`src/rtl/s298_bist_pkg.sv`:
```
// Shared types, polynomials and next-state helpers for the s298 BIST driver.
package s298_bist_pkg;

    localparam int SIG_W  = 16;
    localparam int RESP_W = 6;

    localparam logic [SIG_W-1:0] LFSR_POLY     = 16'hB400;
    localparam logic [SIG_W-1:0] MISR_POLY     = 16'h1021;
    localparam logic [SIG_W-1:0] SEED_ZERO_SUB = 16'h0001;

    typedef enum logic [2:0] {
        IDLE    = 3'd0,
        CLEAR   = 3'd1,
        RUN     = 3'd2,
        DRAIN   = 3'd3,
        DONE_ST = 3'd4
    } state_t;

    // Galois right-shift LFSR step
    function automatic logic [SIG_W-1:0] lfsr_next(input logic [SIG_W-1:0] v);
        return {1'b0, v[SIG_W-1:1]} ^ (v[0] ? LFSR_POLY : '0);
    endfunction

    // Left-shift MISR step; responses fold into the low bits
    function automatic logic [SIG_W-1:0] misr_next(input logic [SIG_W-1:0] v,
                                                   input logic [RESP_W-1:0] resp);
        return {v[SIG_W-2:0], 1'b0} ^ (v[SIG_W-1] ? MISR_POLY : '0)
               ^ {{(SIG_W-RESP_W){1'b0}}, resp};
    endfunction

endpackage

```
`src/rtl/s298_misr.sv`:
```
// Multiple-input signature register compacting the six s298 responses.
module s298_misr
    import s298_bist_pkg::*;
(
    input  logic              CK,
    input  logic              RST,
    input  logic              clr,
    input  logic              en,
    input  logic [RESP_W-1:0] resp,
    output logic [SIG_W-1:0]  sig
);

    always_ff @(posedge CK or posedge RST) begin
        if (RST) begin
            sig <= '0;
        end else if (clr) begin
            sig <= '0;
        end else if (en) begin
            sig <= misr_next(sig, resp);
        end
    end

endmodule

```
`src/rtl/s298_bist_driver.sv`:
```
// BIST driver for one s298: LFSR stimulus, MISR response compaction and
// START/DONE handshake with a pass/fail signature compare.
module s298_bist_driver
    import s298_bist_pkg::*;
#(
    parameter int unsigned N_PATTERNS = 1024,
    parameter int unsigned CLR_CYCLES = 2
) (
    input  logic              CK,
    input  logic              RST,
    input  logic              START,
    input  logic [SIG_W-1:0]  SEED,
    input  logic [SIG_W-1:0]  EXP_SIG,
    output logic              G0,
    output logic              G1,
    output logic              G2,
    input  logic              G66,
    input  logic              G67,
    input  logic              G117,
    input  logic              G118,
    input  logic              G132,
    input  logic              G133,
    output logic              BUSY,
    output logic              DONE,
    output logic              PASS,
    output logic [SIG_W-1:0]  SIGNATURE
);

    localparam logic [15:0] CLR_LAST = 16'(CLR_CYCLES - 1);
    localparam logic [15:0] PAT_LAST = 16'(N_PATTERNS - 1);

    state_t             state;
    state_t             state_nxt;
    logic [SIG_W-1:0]   lfsr;
    logic [15:0]        clr_cnt;
    logic [15:0]        pat_cnt;
    logic               cap_en;
    logic [SIG_W-1:0]   exp_sig;
    logic               pass_q;
    logic               accept;
    logic               sig_match;
    logic [RESP_W-1:0]  resp;

    assign accept    = START && (state == IDLE);
    assign resp      = {G133, G132, G118, G117, G67, G66};
    assign sig_match = (SIGNATURE == exp_sig);

    // The final MISR capture lands on the DRAIN->DONE_ST edge, so the compare
    // is only meaningful from DONE_ST onwards; it is then frozen in pass_q.
    assign PASS = (state == DONE_ST) ? sig_match : pass_q;

    always_comb begin
        state_nxt = state;
        G0        = 1'b0;
        G1        = 1'b0;
        G2        = 1'b0;
        BUSY      = 1'b0;
        DONE      = 1'b0;
        case (state)
            IDLE: begin
                if (START) state_nxt = CLEAR;
            end
            CLEAR: begin
                G0   = 1'b1;
                BUSY = 1'b1;
                if (clr_cnt == CLR_LAST) state_nxt = RUN;
            end
            RUN: begin
                G1   = lfsr[0];
                G2   = lfsr[1];
                G0   = &lfsr[4:2];
                BUSY = 1'b1;
                if (pat_cnt == PAT_LAST) state_nxt = DRAIN;
            end
            DRAIN: begin
                BUSY      = 1'b1;
                state_nxt = DONE_ST;
            end
            DONE_ST: begin
                DONE      = 1'b1;
                state_nxt = IDLE;
            end
            default: state_nxt = IDLE;
        endcase
    end

    always_ff @(posedge CK or posedge RST) begin
        if (RST) begin
            state   <= IDLE;
            lfsr    <= SEED_ZERO_SUB;
            clr_cnt <= '0;
            pat_cnt <= '0;
            cap_en  <= 1'b0;
            exp_sig <= '0;
            pass_q  <= 1'b0;
        end else begin
            state <= state_nxt;
            // s298 answers one edge after the stimulus, so capture trails RUN by one cycle
            cap_en <= (state == RUN);

            if (accept) begin
                lfsr    <= (SEED == '0) ? SEED_ZERO_SUB : SEED;
                exp_sig <= EXP_SIG;
                pass_q  <= 1'b0;
            end else if (state == RUN) begin
                lfsr <= lfsr_next(lfsr);
            end

            clr_cnt <= ((state == CLEAR) && (clr_cnt != CLR_LAST)) ? clr_cnt + 16'd1 : '0;
            pat_cnt <= ((state == RUN) && (pat_cnt != PAT_LAST)) ? pat_cnt + 16'd1 : '0;

            if (state == DONE_ST) pass_q <= sig_match;
        end
    end

    s298_misr u_misr (
        .CK   (CK),
        .RST  (RST),
        .clr  (accept),
        .en   (cap_en),
        .resp (resp),
        .sig  (SIGNATURE)
    );

endmodule

```
`config.mk`:
```
export PLATFORM = sky130hd
export DESIGN_NAME = s298_bist_driver
export DESIGN_NICKNAME = d
export VERILOG_FILES = /design/src/rtl/s298_bist_pkg.sv /design/src/rtl/s298_misr.sv /design/src/rtl/s298_bist_driver.sv
export SDC_FILE = /design/constraint.sdc
export NUM_CORES = 1
export LEC_CHECK = 0
export ABC_AREA = 1
export BUFFER_PORTS_ARGS = -buffer_cell sky130_fd_sc_hd__buf_2
export CORE_ASPECT_RATIO = 0.9
export CORE_MARGIN = 2
export CORE_UTILIZATION = 30
export DETAILED_ROUTE_END_ITERATION = 16
export GPL_ROUTABILITY_DRIVEN = 0
export PLACE_DENSITY = 0.51
export SLEW_MARGIN = 20
export SYNTH_ARGS = -nofsm -noshare
export SYNTH_HDL_FRONTEND = slang
export SYNTH_HIERARCHICAL = 1
export SYNTH_SLANG_ARGS = --single-unit
export TNS_END_PERCENT = 50
```
`constraint.sdc`:
```
create_clock -name CK -period 2.4 [get_ports CK]
set_input_delay 0.36 -clock CK [delete_from_list [all_inputs] [get_ports CK]]
set_output_delay 0.36 -clock CK [all_outputs]
set_load 0.01 [all_outputs]
```
==> summary.txt, run 1 <==
Detailed routing
  – DR pass1 iterations: 5
  – Drt via density: between 4 and 5
  – DR DRC count: 0
  – Post-Route WL: 10,420 um
  – Iteration-0 DRC Markers: ~250
  – Final antenna-violating net count: 0
  – Via count: 3,609
  – Avg WL per Cell: 12.84 um

Worst setup path
  – Kind of start point of the critical path: register
  – CP cell instances: inv_1 > nor3_1 > nand3_1 > nand2_1 > buf_2
  – Setup CP Type: register to output port
  – R2R Path End: u_misr/sig[3]
  – Reg2Reg Depth: 6
  – Crit Path Max Fanout: 5
  – Crit end category: output port
  – R2R Path Start: state[2]
  – Slowest cell on crit path: nor3_1
  – Reg-to-reg setup timing slack: 0.72 ns
  – CP max stage delay: between 0.5 and 0.6 ns
  – Crit. Startpoint: state[2]
  – CP Data Required Time: 2.04 ns
  – Critical Path AT: 1.80 ns
  – End point of the critical path: PASS

Clock tree
  – Root Buffer: clkbuf_16
  – Setup bufs post-CTS: 0
  – Longest Clk Path Bufs: 2
  – Clock Latency Late Sink: ~0.35 ns
  – TritonCTS Buffers: 9
  – CTS tree: yes
  – Worst-path clk slew: 0.07 ns
  – H-Tree Level Count: 3
  – Clk sinks: 85

Synth
  – Post-synth top flop: dfrtp_1
  – Top cell type's share of synthesized area: 0.4759
  – Post-synth EDFFs: 0
  – Synth Warn #: 6
  – Mean post-synth cell area: 8.194 um^2
  – Mapped cell area: 4417 um^2
  – Synth cell types: 43
  – #FFs+latches synth: 85
  – Register area share after synthesis: 0.4819
  – Synth Instances: about 540
  – Synth area leader: dfrtp_1
  – Net Count, Synth: 583
  – Ranking of synthesized cells by area: dfrtp_1 48%, nand2_1 11%, nor2_1 8.2%
  – Ys async rst share: 1.000

Floorplan
  – Num ports: 63
  – Die width: 131.9 um
  – Row count: 42
  – Starting density of the core: 0.3034
  – CORE AREA: 14,560 um^2
  – Die Y: between 100 and 150 um
  – Full die area: 15,710 um^2

STA
  – Final period util: 0.8991
  – Final count of pins violating max slew: 0
  – Min Hold Slack: 0.1990 ns
  – Setup violators final: 0
  – RSZ-0062 raised after global routing: false
  – Tmin final: 2.158 ns
  – FMAX: 463.4 MHz
  – Setup TNS: 0 ns
  – PnR worst setup slack: 0.2421 ns
  – Worst slew pin tran: 0.6515 ns
  – Final Hold Fails: 0
  – Clock skew: 0.01170 ns
  – Max-slew headroom: 0.5624

Power
  – Switching power: 2.175 mW
  – Leakage power: around 2.5 nW
  – VDD IR max: approximately 0.45 mV
  – PwrDens: 1041 nW/um^2
  – Int Pwr: ~3.3 mW
  – Combinational Power Share: 0.355
  – Switching fraction of total power: 0.3978
  – Seq pwr share: 0.392
  – Clock power frac: 0.252

Placed design
  – PortBufs: a little over 60
  – Pre-CTS WS: 0.5700 ns
  – Dpl hpwl: 7650 um

Global route
  – Antenna violations before repair: 1
  – Largest net degree at the start of global routing: 34
  – Tot GR Track Use: 0.1436
  – Total gr overflow: 0
  – First-pass GRT wire length: 17,940 um
  – Vias in the first global route: 3,618

Finish
  – Share of layout cells above drive strength 1: 0.2104
  – Nets@finish: 652
  – Antenna diodes: 0
  – # fillers: 1,506
  – Area Overhead vs Synth: 18.95%

Run status
  – Status: finished clean

Hold path
  – Worst min path class: input port to register

Flow run
  – Max-Cap Viols: 0
## synth_stat cells (2+ instances only)
cell	instances
nand2_1	134
a31oi_1	4
inv_1	56
nor3b_1	3
a21oi_1	8
inv_2	6
o21ai_0	20
nor3b_2	4
o21ai_2	5
inv_4	2
nand2_4	2
o22ai_1	14
xor2_1	13
buf_6	3
xnor2_1	9
nor2_4	3
nand2_2	4
nand3_1	12
nor3_2	3
buf_2	5
nor2_1	96
o21ai_1	2
nand3b_1	3
nand4_1	11
dfrtp_1	84
nor3_1	8
o22ai_2	2
ha_1	3
nor2_2	6
## state kept, by name (all words and copies together) (netlist names)
| register | cells |
|---|---|
| cap_en | 1 |
| clr_cnt | 16 |
| exp_sig | 16 |
| lfsr | 16 |
| pass_q | 1 |
| pat_cnt | 16 |
| state | 3 |
| u_misr/sig | 16 |
## placed cells by master (no fill, tap or decap), types with 2 or more instances in the layout
cell type	synthesis	final
nand2_1	134	134
nor2_1	96	96
dfrtp_1	84	84
buf_2	5	62
inv_1	56	55
o21ai_0	20	20
o22ai_1	14	14
xor2_1	13	13
nand3_1	12	12
nand4_1	11	11
xnor2_1	9	9
clkbuf_16	0	9
nor3_1	8	8
a21oi_1	8	8
inv_2	6	7
nor2_2	6	6
o21ai_2	5	5
nand2_2	4	4
a31oi_1	4	4
nor3b_2	4	4
nor2_4	3	3
nor3_2	3	3
nor3b_1	3	3
nand3b_1	3	3
inv_6	1	3
ha_1	3	3
buf_4	1	3
inv_4	2	2
nand2_4	2	2
o21ai_1	2	2
clkinv_4	0	2
o22ai_2	2	2
## cell families after synthesis
kind of cell / Yosys count / share of synthesized area
simple gates: 294 / 0.3017
flops: 85 / 0.4819
buf+inv: 74 / 0.07252
compound gates: 61 / 0.09178
xor+xnor: 22 / 0.04363
fa+ha+maj: 3 / 0.008499
## cell type report
class	instances	area, um^2	area share
repair buffers	67	362.8	0.06906
inverters	65	254.0	0.04834
clock buffers	10	239.0	0.04549
well taps	198	247.7	0.04715
clock inverters	6	53.80	0.01024
flip-flops and latches	85	2128	0.4051
multi-input cells	380	1968	0.3746
## worst min path at each step
stage                from             to  slack [ns]  cells past startpoint
2_1_floorplan         RST  u_misr/sig[0]        0.27                      1
3_3_place_gp          RST     exp_sig[1]        0.36                      2
4_1_cts        EXP_SIG[6]     exp_sig[6]        0.18                      3
3_5_place_dp          RST     exp_sig[1]        0.36                      2
6_report       EXP_SIG[6]     exp_sig[6]        0.20                      3
5_1_grt        EXP_SIG[6]     exp_sig[6]        0.20                      3
## metrics by stage
step / cell area, um^2 / std cells / power (mW) / utilization
after floorplan: 4417 / 539 / 3.631 / -
after global placement: 4951 / 794 / 4.093 / 0.3401
after detailed placement: 4951 / 794 / 4.140 / 0.3401
after CTS: 5254 / 811 / 5.554 / 0.3609
after global routing: 5254 / 811 / 5.933 / 0.3609
final: 5254 / 811 / 5.468 / 0.3609
## worst max-delay path, delay by kind of cell, from the launching register on
kind / cells / cell delay [ns]
buffers and inverters: 2 / 0.20
DFF: 1 / 0.47
and+or+nand+nor: 3 / 0.79
## power groups by stage
stage	registers, mW	clock network, mW	logic [mW]
2_1_floorplan	2.12	0	1.51
3_3_place_gp	2.15	0	1.94
3_5_place_dp	2.17	0	1.97
4_1_cts	2.15	1.43	1.98
5_1_grt	2.21	1.50	2.23
6_report	2.15	1.38	1.94
## timing repair
action / in CTS / in global routing
endpoints found under the setup margin: 0 / 0
endpoints found under the hold margin: 12 / 0
hold buffers: 1 / 0
resized for setup: 0 / 0
## metal layers
layer / track usage / part of all wire / vias up
li1: - / - / 1853
met1: 0.1917 / 0.47 / 1674
met2: 0.2188 / 0.45 / 62
met3: 0.04385 / 0.051 / 18
met4: 0.05503 / 0.021 / 2
met5: 0 / 0.0012 / -
No activity file was read; power rests on OpenSTA's default activity.
==> inputs of run 2 (changes only) <==
RECOVER_POWER = 100   (was unset)
==> run 2 against run 1 <==
  * Combinational power decreased by 9%
  * Final area decreased by 2.9%
  * Largest cell class unchanged
  * Critical endpoint is now G0
  * Critical path type unchanged
  * Global-route usage unchanged
==> summary.txt, run 2 (synthesis results as in run 1) <==
Clock tree
  – Setup bufs post-CTS: 0
  – Post-CTS Resized: 0
  – Root Buffer: clkbuf_16
  – CTS Hold Bufs: 1
  – H-Tree Level Count: 3
  – Worst-path clk slew: 0.07 ns
  – CTS tree: yes
  – TritonCTS Buffers: 9
  – Longest Clk Path Bufs: 2
  – Clock Latency Late Sink: 0.35 ns
  – Clk sinks: between 80 and 90

Run status
  – Status: finished clean

Power
  – Int Pwr: 3.192 mW
  – Clock power frac: 0.260
  – Seq pwr share: 0.405
  – Leakage power: 2.372 nW
  – Combinational Power Share: 0.335
  – PwrDens: 1035 nW/um^2
  – Switching fraction of total power: 0.3955
  – Switching power: 2.088 mW
  – VDD IR max: 0.4005 mV

Finish
  – Commonest non-fill, non-tap cells in the layout: 136 x nand2_1, 100 x nor2_1, 84 x dfrtp_1
  – Antenna diodes: 0
  – Share of layout cells above drive strength 1: 0.1370
  – Area Overhead vs Synth: 15.47%
  – # fillers: 1,544
  – Commonest non-fill, non-tap cell in the layout: nand2_1
  – Nets@finish: between 600 and 700

STA
  – Setup TNS: 0 ns
  – Setup violators final: 0
  – Max-slew headroom: 0.4346
  – Final Hold Fails: 0
  – RSZ-0062 raised after global routing: false
  – FMAX: 451.7 MHz
  – Worst slew pin tran: 0.8480 ns
  – Final period util: 0.9224
  – Clock skew: between 0.01 and 0.015 ns
  – Tmin final: 2.214 ns
  – Final count of pins violating max slew: 0
  – Min Hold Slack: 0.1983 ns

Hold path
  – Min-delay src: EXP_SIG[6]
  – Worst Hold End: exp_sig[6]
  – Worst min path class: input port to register
  – Hold Path Cell Cnt: 3

Worst setup path
  – Critical Path AT: around 1.9 ns
  – Slowest cell on crit path: dfrtp_1
  – R2R Path Start: state[2]
  – Kind of start point of the critical path: register
  – Reg-to-reg setup timing slack: 0.35 ns
  – CP cell instances: nor2_1 > nand2_4 > o41ai_2 > buf_2
  – CP Data Required Time: slightly above 2 ns
  – Setup CP Type: register to output port
  – CP max stage delay: 0.43 ns
  – Crit Path Max Fanout: 18
  – Crit end category: output port
  – Reg2Reg Depth: 5
  – R2R Path End: pat_cnt[13]

Detailed routing
  – DR DRC count: 0
  – Final antenna-violating net count: 0
  – DR pass1 iterations: 5
  – Drt via density: 4.460
  – Iteration-0 DRC Markers: 230
  – Post-Route WL: about 10,000 um
  – Avg WL per Cell: around 13 um
  – Via count: 3,617

Global route
  – Vias in the first global route: about 3,600
  – Largest net degree at the start of global routing: 34
  – Total gr overflow: 0
  – First-pass GRT wire length: 17,940 um
  – Tot GR Track Use: 0.1436
  – Antenna violations before repair: 1

Floorplan
  – CORE AREA: approximately 15,000 um^2
  – Full die area: about 16,000 um^2
  – Die width: ~130 um
  – Starting density of the core: 0.3034
  – Die Y: 119.1 um
  – Row count: 42
  – Num ports: 63

Flow run
  – Max-Cap Viols: 0

Placed design
  – PortBufs: between 60 and 70
  – Dpl hpwl: ~7600 um
## run 2: area by class of cell
cell class                 instances  area [um^2]  share of cell area
clock buffer                      10        239.0             0.04686
clock inverter                     6        53.80             0.01055
inverter                          65        254.0             0.04980
multi-input combinational        380         1867              0.3660
sequential                        85         2128              0.4173
tap                              198        247.7             0.04858
timing repair buffer              67        310.3             0.06084
## run 2: critical path, delay by kind of cell (launching register included)
kind | cells | cell delay, ns
flops | 1 | 0.43
simple gates | 2 | 0.63
buf+inv | 1 | 0.18
compound gates | 1 | 0.26
## run 2: worst max-delay path by stage
stage | from | slack, ns | depth (start not counted) | endpoint
final | state[2] | 0.19 | 4 | G0
after CTS | state[1] | 0.18 | 4 | PASS
after global placement | state[1] | 0.57 | 4 | PASS
after floorplan | RST | 0.30 | 1 | cap_en
after detailed placement | state[1] | 0.57 | 4 | PASS
after global routing | state[2] | 0.05 | 4 | G0
## run 2: routing by layer
layer  part of all wire  vias up  track usage
met1               0.47     1691       0.1917
li1                   -     1844            -
met2               0.45       62       0.2188
met5             0.0012        -            0
met4              0.021        2      0.05503
met3              0.053       18      0.04385
## run 2: per-stage QoR
step | power, mW | worst slack [ns] | util | instance area (um^2) | instances
4_1_cts | 5.554 | 0.1801 | 0.3609 | 5254 | 811
3_3_place_gp | 4.093 | 0.5734 | 0.3401 | 4951 | 794
5_1_grt | 5.743 | 0.04672 | 0.3504 | 5100 | 811
2_1_floorplan | 3.631 | 0.3018 | - | 4417 | 539
6_report | 5.281 | 0.1863 | 0.3504 | 5100 | 811
3_5_place_dp | 4.140 | 0.5700 | 0.3401 | 4951 | 794
## run 2: power groups by stage
stage / registers (mW) / logic (mW) / clock network [mW]
2_1_floorplan: 2.12 / 1.51 / 0
4_1_cts: 2.15 / 1.98 / 1.43
5_1_grt: 2.19 / 2.05 / 1.50
6_report: 2.14 / 1.77 / 1.38
3_3_place_gp: 2.15 / 1.94 / 0
3_5_place_dp: 2.17 / 1.97 / 0
==> inputs of run 3 (changes only) <==
CELL_PAD_IN_SITES_DETAIL_PLACEMENT = 0   (was unset)
CELL_PAD_IN_SITES_GLOBAL_PLACEMENT = 2   (was unset)
CORE_MARGIN = 3   (was 2)
PLACE_DENSITY = 0.76   (was 0.51)
==> run 3 against run 2 <==
  * The flow now finishes with violations (capacitance limit, slew limit)
  * Global-route usage decreased by 0.48 points
  * Final cell count down 0.99%
  * Register-to-register slack improved by 0.06 ns
  * Hold slack worse by 0.12 ns
  * First-iteration DRC count shrank 17%
  * Critical path depth grew 1
  * Power grew 0.76%
  * Die area increased by 3.2%
  * Combinational power about the same
==> summary.txt, run 3 (synthesis results as in run 1) <==
Clock tree
  – Longest Clk Path Bufs: 2
  – Clock Latency Late Sink: 0.35 ns
  – Setup bufs post-CTS: 0
  – Clk sinks: 85
  – CTS Hold Bufs: 0
  – Post-CTS Resized: 1
  – CTS tree: yes
  – H-Tree Level Count: 3
  – Root Buffer: clkbuf_16
  – Worst-path clk slew: 0.07 ns
  – TritonCTS Buffers: 9

Floorplan
  – Die width: 133.9 um
  – Die Y: 121.1 um
  – Num ports: 63
  – CORE AREA: 14,210 um^2
  – Full die area: ~16,000 um^2
  – Row count: 41
  – Starting density of the core: 0.3108

Worst setup path
  – Kind of start point of the critical path: register
  – Setup CP Type: register to output port
  – Crit end category: output port
  – Critical Path AT: 1.76 ns
  – Reg2Reg Depth: 8
  – CP Data Required Time: slightly above 2 ns
  – Crit Path Max Fanout: 5

Power
  – PwrDens: 1047 nW/um^2
  – Leakage power: ~2.4 nW
  – VDD IR max: 0.3715 mV

Global route
  – First-pass GRT wire length: 17,750 um
  – Total gr overflow: 0
  – Antenna violations before repair: 0
  – Vias in the first global route: between 3,000 and 4,000
  – Largest net degree at the start of global routing: 70
  – Tot GR Track Use: 0.1389

STA
  – FMAX: between 400 and 500 MHz
  – RSZ-0062 raised after global routing: false
  – Worst slew pin tran: 1.817 ns
  – Final period util: 0.8823
  – Final Hold Fails: 0
  – Max-slew headroom: -0.2115
  – Final count of pins violating max slew: 70
  – Setup TNS: 0 ns
  – Tmin final: 2.117 ns
  – Clock skew: 0.009323 ns
  – Setup violators final: 0
  – PnR worst setup slack: 0.2826 ns

Finish
  – Nets@finish: ~650
  – Area Overhead vs Synth: 15.10%
  – Share of layout cells above drive strength 1: 0.1377
  – Commonest non-fill, non-tap cell in the layout: nand2_1
  – Antenna diodes: 0
  – Commonest non-fill, non-tap cells in the layout: 137 x nand2_1, 100 x nor2_1, 84 x dfrtp_1

Detailed routing
  – Avg WL per Cell: 13.09 um
  – DR DRC count: 0
  – Final antenna-violating net count: 0
  – DR pass1 iterations: 4
  – Via count: ~3,600
  – Iteration-0 DRC Markers: 191
  – Drt via density: approximately 4.4
  – Post-Route WL: 10,510 um

Placed design
  – Pre-CTS WS: 0.3789 ns
  – PortBufs: 62
  – Dpl hpwl: 7529 um

Run status
  – Failing checks: capacitance limit, slew limit
  – Status: finished, violations left

Flow run
  – Max-Cap Viols: 1

Hold path
  – Worst min path class: input port to asynchronous set/reset pin
## run 3: per-stage QoR
step           std cells  instance area, um^2    util  hold slack (ns)  power, mW
2_1_floorplan        539                 4417       -           0.2737      3.631
3_5_place_dp         787                 4930  0.3469           0.4508      4.140
4_1_cts              803                 5241  0.3688           0.1055      5.628
3_3_place_gp         787                 4930  0.3469           0.4477      4.110
6_report             803                 5084  0.3578          0.07977      5.321
5_1_grt              803                 5084  0.3578           0.1249      5.793
## run 3: layer usage
metal,up-vias,part of all wire,track usage
li1,1852,-,-
met1,1652,0.48,0.1783
met2,52,0.47,0.2270
met3,8,0.046,0.04768
met4,0,0.0088,0.03213
met5,-,0,0
## run 3: final timing paths
kind	from	end	slack [ns]
setup / recovery	state[2]	PASS	0.28
hold reg to reg	pat_cnt[0]	pat_cnt[0]	0.45
hold / removal	RST	u_misr/sig[6]	0.08
min in group CK	EXP_SIG[6]	exp_sig[6]	0.20
setup reg to reg	state[1]	lfsr[0]	0.41
max in group asynchronous	RST	clr_cnt[0]	0.67
## run 3: area by class of cell
type | instances | area [um^2]
timing repair buffer | 64 | 294.0
inverter | 65 | 254.0
fill | 1525 | 9126
clock buffer | 10 | 239.0
sequential | 85 | 2128
tap | 193 | 241.5
multi-input combinational | 380 | 1859
clock inverter | 6 | 67.56
## run 3: critical path, cell delays in order (launching register included)
cell and delay, ns:
dfrtp_1 0.46, inv_1 0.08, nor3_2 0.36, nand3_1 0.21, nand2_1 0.14, clkbuf_1 0.16
## run 3: power breakdown
part | total (mW) | leakage [nW] | internal (mW) | switching (mW)
combinational | 1.76 | 1.11 | 0.616 | 1.14
clock | 1.43 | 0.145 | 0.840 | 0.591
sequential | 2.13 | 1.11 | 1.83 | 0.306
total | 5.32 | 2.37 | 3.28 | 2.04
